<file path="config.mk">
export PLATFORM = sky130hd
export DESIGN_NAME = wptr_full_level
export DESIGN_NICKNAME = d
export VERILOG_FILES = /design/src/rtl/fifo_ptr_pkg.sv /design/src/rtl/gray2bin_comb.sv /design/src/rtl/wptr_full_level.sv
export SDC_FILE = /design/constraint.sdc
export NUM_CORES = 1
export LEC_CHECK = 0
export BUFFER_PORTS_ARGS = -buffer_cell sky130_fd_sc_hd__buf_4
export CORE_MARGIN = 8
export CORE_UTILIZATION = 47
export CTS_BUF_LIST = sky130_fd_sc_hd__clkbuf_4 sky130_fd_sc_hd__clkbuf_8
export DETAILED_ROUTE_END_ITERATION = 12
export PLACE_DENSITY = 0.87
export SYNTH_ARGS = -nofsm -noshare
export SYNTH_HDL_FRONTEND = slang
export SYNTH_SLANG_ARGS = --single-unit
</file>
<file path="constraint.sdc">
create_clock -name wclk -period 2.73 [get_ports wclk]
set_input_delay 0.1365 -clock wclk [delete_from_list [all_inputs] [get_ports wclk]]
set_output_delay 0.1365 -clock wclk [all_outputs]
set_load 0.05 [all_outputs]
</file>
<file path="src/rtl/fifo_ptr_pkg.sv">
// Shared pointer helpers for the async FIFO write and read controllers.
// Gray/binary conversion and depth derivation for ADDR_SIZE-bit RAMs.
package fifo_ptr_pkg;

  function automatic int unsigned depth(input int unsigned addr_size);
    return 32'd1 << addr_size;
  endfunction

  function automatic logic [31:0] bin2gray(input logic [31:0] b);
    return b ^ (b >> 1);
  endfunction

  // Bits at or above width are ignored so callers may pass any narrower pointer.
  function automatic logic [31:0] gray2bin(input logic [31:0] g, input int unsigned width);
    logic [31:0] gm;
    logic [31:0] b;
    gm = g;
    for (int i = 0; i < 32; i++) begin
      if (i >= width) gm[i] = 1'b0;
    end
    b = gm;
    for (int i = 30; i >= 0; i--) begin
      b[i] = b[i+1] ^ gm[i];
    end
    return b;
  endfunction

endpackage

</file>
<file path="src/rtl/gray2bin_comb.sv">
// Combinational Gray-to-binary converter, each bit the XOR of all Gray bits at or above it.
// Zero latency; no flow control.
module gray2bin_comb #(
  parameter int W = 5
) (
  input  logic [W-1:0] gray_i,
  output logic [W-1:0] bin_o
);

  for (genvar i = 0; i < W; i++) begin : g_bit
    assign bin_o[i] = ^gray_i[W-1:i];
  end

endmodule

</file>
<file path="src/rtl/wptr_full_level.sv">
// Write-side pointer/flag controller of the async FIFO (wclk domain): Gray/binary
// pointers, registered full, almost-full, fill level and sticky overflow.
module wptr_full_level
  import fifo_ptr_pkg::*;
#(
  parameter int ADDR_SIZE = 4
) (
  input  logic                 wclk,
  input  logic                 wrst_n,
  input  logic                 winc,
  input  logic [ADDR_SIZE:0]   wq2_rptr,
  input  logic [ADDR_SIZE:0]   wafull_lvl,
  input  logic                 wovf_clr,
  output logic [ADDR_SIZE-1:0] waddr,
  output logic [ADDR_SIZE:0]   wptr,
  output logic                 wfull,
  output logic                 wafull,
  output logic [ADDR_SIZE:0]   wlevel,
  output logic                 wovf
);

  localparam int A = ADDR_SIZE;

  logic [A:0] wbin_q, wbin_d;
  logic [A:0] wptr_q, wptr_d;
  logic [A:0] wlevel_q, wlevel_d;
  logic       wfull_q, wfull_d;
  logic       wafull_q, wafull_d;
  logic       wovf_q, wovf_d;
  logic       wen;
  logic [A:0] rbin_s;

  gray2bin_comb #(.W(A + 1)) u_rptr_g2b (
    .gray_i (wq2_rptr),
    .bin_o  (rbin_s)
  );

  always_comb begin
    wen      = winc & ~wfull_q;
    wbin_d   = wbin_q + {{A{1'b0}}, wen};
    wptr_d   = (A+1)'(bin2gray(32'(wbin_d)));
    // Modulo subtraction keeps the level valid across the pointer wrap.
    wlevel_d = wbin_d - rbin_s;
    wfull_d  = (wptr_d == {~wq2_rptr[A:A-1], wq2_rptr[A-2:0]});
    wafull_d = (wlevel_d >= wafull_lvl);
    // Set has priority over clear so a coincident dropped write is never lost.
    wovf_d   = (winc & wfull_q) | (wovf_q & ~wovf_clr);
  end

  always_ff @(posedge wclk or negedge wrst_n) begin
    if (!wrst_n) begin
      wbin_q   <= '0;
      wptr_q   <= '0;
      wlevel_q <= '0;
      wfull_q  <= 1'b0;
      wafull_q <= 1'b0;
      wovf_q   <= 1'b0;
    end else begin
      wbin_q   <= wbin_d;
      wptr_q   <= wptr_d;
      wlevel_q <= wlevel_d;
      wfull_q  <= wfull_d;
      wafull_q <= wafull_d;
      wovf_q   <= wovf_d;
    end
  end

  assign waddr  = wbin_q[A-1:0];
  assign wptr   = wptr_q;
  assign wfull  = wfull_q;
  assign wafull = wafull_q;
  assign wlevel = wlevel_q;
  assign wovf   = wovf_q;

endmodule
</file>
# After elaboration in Yosys (flattened, before gate mapping)
# Index checks and enable logic that the tools add are counted.
# totals
elab_cells,22
ff_bits,18
# classes
n_eq_ne,1
n_addsub,2
magnitude_cmp,1
n_bitwise,8
reduce_logical,4
# ops
op,count
$add A5 B1 Y5,1
$eq A5 B5 Y1,1
$ge A5 B5 Y1,1
$reduce_xor A5 Y1,1
$sub A5 B5 Y5,1
$xor A5 B4 Y5,1
$reduce_xor A4 Y1,1
$and A1 B1 Y1,3
$reduce_xor A3 Y1,1
$not A1 Y1,2
$not A2 Y2,1
$reduce_xor A2 Y1,1
$or A1 B1 Y1,1

# Logic depth before layout (Yosys ltp)
# logic_depth
depth_word,5
ltp_mapped,12
ltp_nobuf,12

# By module
# A second synthesis with hierarchy kept.
# unflattened
cells_unflattened,91
hier_area_um2,1043.5
# by_module_without_submodules
module,area_per_inst_um2,n_inst,cells_per_inst,seq_area_each_um2
wptr_full_level,970.9,1,85,425.4
gray2bin_comb,72.6,1,6,0.0

# Least setup slack after synthesis
# Ideal clock, no wire load.
# synth_path
path_kind,register to register
start,"register wfull_q, in the netlist wfull"
end,"register wafull_q, in the netlist wafull"
setup_time_ps,118
setup_slack_ps,-143
stages_incl_launch_ff,11
t_arrival_ps,2755
required_ps,2612
cell_sequence,dfrtp_1 -> and3b_4 -> ha_1 -> xnor2_2 -> inv_1 -> ha_1 -> xnor2_1 -> ha_1 -> a21o_1 -> a21o_1 -> a21o_1
# synth_via
elab_chain_cells,5
# synth_lines
item,line_no,rtl
"start, declared",wptr_full_level.sv:27,"logic wfull_q, wfull_d;"
"start signal, assigned",wptr_full_level.sv:62,wfull_q <= wfull_d;
$not A1 Y1,wptr_full_level.sv:39,wen = winc & ~wfull_q;
$and A1 B1 Y1,wptr_full_level.sv:39,
$add A5 B1 Y5,wptr_full_level.sv:40,"wbin_d = wbin_q + {{A{1'b0}}, wen};"
named net wbin_d[2],wptr_full_level.sv:24,"logic [A:0] wbin_q, wbin_d;"
$sub A5 B5 Y5,wptr_full_level.sv:43,wlevel_d = wbin_d - rbin_s;
named net wlevel_d[2],wptr_full_level.sv:26,"logic [A:0] wlevel_q, wlevel_d;"
$ge A5 B5 Y1,wptr_full_level.sv:45,wafull_d = (wlevel_d >= wafull_lvl);
named net wafull_d,wptr_full_level.sv:28,"logic wafull_q, wafull_d;"
"end signal, assigned",wptr_full_level.sv:63,wafull_q <= wafull_d;
"end, declared",wptr_full_level.sv:28,
# The timed path passes the listed nets, and every way through them passes these cells.

# Final worst setup path
# Same ends and word-level chain as after synthesis.

==> impl_results.md <==
- # H-tree levels: 1
- Aggregate routed wire length: 2.03 mm
- R2R Setup Slk: 120 ps
- Setup slack after layout: 122 ps
- Initial DRT Pass Iterations: 3
- Effective utilization at floorplan: 0.479
- Final Non-Filler Cells: 153
- Cell variety after synth: 24
- Worst clock skew: 4.21 ps
- Row cnt: 17
- Worst slack, placed: -95.7 ps
- Average wire per standard cell: 13.2 um
- Post-detailed-route DRC marker count: 0
- Final core utilization: 0.639
- Largest net degree at the start of global routing: 18
- WS Path Type: register to register
- # diodes: 0
- Required time at the worst-slack endpoint: 2920 ps
- Mean instance size in the synthesized netlist: roughly 12 um2
- Critical path's slowest cell: dfrtp_2
- Sequential-to-total area share from yosys stat: 0.413
- Die Ht: 62.8 um
- Number of synthesized register bits: 17
- Capture point of the worst reg-to-reg path: wafull$_DFF_PN0_
- Time the final worst path needs with I/O delays and setup: 2610 ps
- Maximum single-stage delay on the critical path: 430 ps
- Wire length of the first global-routing pass: 3.37 mm
- Total of warnings raised by yosys: 0
- Antenna-violating nets left: 0
- Fmax achieved: about 380 MHz
- Number of global-route vias before repair: 773
- Arrival time of data at the critical path endpoint: 2800 ps
- Global Route Usage Sum: 0.106
- Maximum fanout count along the critical path: 4
- Maximum buffer depth of the clock tree: 2
- Number of post-CTS setup repair buffers: 0
- Number of antenna violations at the first check in global routing: 0
- HPWL after DPL: ~1.7 mm
- Sum of buffers and inverters on the critical path: 1
- Clock input transition at the sequential cells of the worst setup and hold paths: roughly 90 ps
- Initial DRC count: 9
- Most frequent cells in the layout: buf_4, dfrtp_1, inv_1, xnor2_1, ha_1
- Kind of path behind the tightest hold check: input port to register
- Final critical-path share of the clock period: 0.955
- Total nets after synthesis: between 100 and 150
- Source of the worst hold timing path: wovf_clr
- Placeable core region: 2150 um2
- TritonCTS clock tree: yes
- Final hold violation count: 0
- Fill count: 165
- Leftover overflow at the end of global routing: 0
- Number of max-capacitance violations reported: 0
- Number of max-slew violations in the final report: 0
- Master cell of the clock root buffer: clkbuf_4
- Layout area overhead: 33.3%
- Origin of the critical flop-to-flop path: wfull$_DFF_PN0_
- Inst Count DP: 148
- Cells on worst reg2reg path: 10
- Worst rel slew slack: 0.746
- Number of sinks on the clock net: 17
- Synthesized area: 1030 um2
- Die Area: roughly 4000 um2
- Setup crit start kind: register
- Detailed-route vias per instance: 4.84
- Clock latency on the worst-skew pair: around 290 ps
- Commonest non-fill, non-tap cell in the layout: buf_4
- Run status: finished, final reports clean
- Instance count of the mapped netlist: 86
- Endpoint of the worst hold-timing path: wovf$_DFF_PN0_
- Cell Chain, Critical Path: and3b_4 > ha_2 > xnor2_2 > inv_1 > ha_1 > a21oi_1 > xnor2_1 > ha_1 > a21o_1 > a21o_1
- IO Port Bufs: 30
- Vias after detailed routing: 740
- CP delay by family, top: adder cells
- Unrepaired setup endpoints after global routing: no
- Worst Setup End Kind: register
- Chip Width: 62.8 um
- Final-report setup violation count: 0
- Last weighted congestion value of the routability-driven placer: 0.746
- Fraction of layout instances using a drive strength above 1: 0.424
- Net count, final: 151
- Hold Path Stages: 2
- Least-Margin Pin Slew: 378 ps
- Number of buffers created by CTS: 3
- I/O pin total: 31
worst register-to-register path, cell delays in order, from the launching register on:
cell	delay, ps
dfrtp_2	430
and3b_4	330
ha_2	220
xnor2_2	120
inv_1	80
ha_1	360
a21oi_1	200
xnor2_1	180
ha_1	280
a21o_1	160
a21o_1	170
metrics by stage:
| step | cell area (um2) | TNS, ps | hold slack (ps) |
|---|---|---|---|
| after floorplan | 1030 | 0 | -159 |
| after global placement | 1320 | -0.154 | 4.98 |
| after detailed placement | 1320 | -95.7 | 8.21 |
| after CTS | 1360 | 0 | 24.1 |
| after global routing | 1370 | 0 | 26.2 |
| final | 1370 | 0 | 36.9 |
kinds of logic (layout without fill, tap and decap cells):
logic type,after synthesis,count (layout),share of synthesized area
buffers and inverters,14,53,0.0510
xor gates and xnor gates,20,20,0.225
and+or+nand+nor,12,12,0.0838
AOI/OAI and AO/OA,12,12,0.0863
adders and majority gates,11,11,0.141
DFF,17,17,0.413
layout make-up:
class	count	area (um2)	area share
clock buffer	4	30.0	0.0219
inverter	14	52.6	0.0383
multi-input combinational	55	562	0.409
sequential	17	428	0.312
tap	28	35.0	0.0255
timing repair buffer	35	265	0.193
metal layers:
| metal | part of all wire | up-vias | GRT usage |
|---|---|---|---|
| met5 | 0 | - | 0 |
| met4 | 0.030 | 0 | 0.0769 |
| met3 | 0.042 | 5 | 0.0197 |
| met2 | 0.51 | 21 | 0.185 |
| met1 | 0.41 | 358 | 0.111 |
| li1 | - | 356 | - |
how the worst max path moves through the flow:
stage,slack [ps],depth (start not counted),start,endpoint
5_1_grt,10,10,wfull$_DFF_PN0_,wafull$_DFF_PN0_
2_1_floorplan,3,10,wbin_q[0]$_DFF_PN0_,wafull$_DFF_PN0_
3_5_place_dp,-100,13,wq2_rptr[4],wafull$_DFF_PN0_
4_1_cts,70,10,wfull$_DFF_PN0_,wafull$_DFF_PN0_
3_3_place_gp,-0.2,13,wq2_rptr[4],wafull$_DFF_PN0_
6_report,120,10,wfull$_DFF_PN0_,wafull$_DFF_PN0_
synth_stat cells:
cell type / count / area share
a211o_1: 1 / 0.0085
nand2b_1: 1 / 0.0061
a22oi_2: 1 / 0.012
xor2_1: 2 / 0.017
and3b_4: 1 / 0.012
or3_1: 2 / 0.012
xnor2_2: 3 / 0.047
ha_1: 10 / 0.12
xor2_2: 2 / 0.032
nor3b_1: 1 / 0.0073
fa_1: 1 / 0.019
nor2b_2: 1 / 0.0085
a21o_1: 6 / 0.044
a21oi_1: 2 / 0.0097
nand2_1: 1 / 0.0036
xnor2_4: 1 / 0.027
inv_1: 14 / 0.051
nand3_1: 3 / 0.015
o211ai_1: 1 / 0.0073
xnor2_1: 12 / 0.10
and3b_2: 1 / 0.0097
dfrtp_1: 17 / 0.41
nand3_2: 1 / 0.0097
o21ai_0: 1 / 0.0049
sequential cells by signal, indices dropped and copies added, names as in the netlist:
signal / count
wptr: 4
wafull: 1
wbin_q: 5
wfull: 1
wovf: 1
wlevel: 5
what timing repair did:
action,in CTS,in global routing
endpoints found under the setup margin,0,1
gates resized for setup,0,2
endpoints found under the hold margin,17,0
hold buffers,1,0
Power is not shown: default switching activity piles up to over one toggle a cycle in this logic, so the estimate is an artifact.
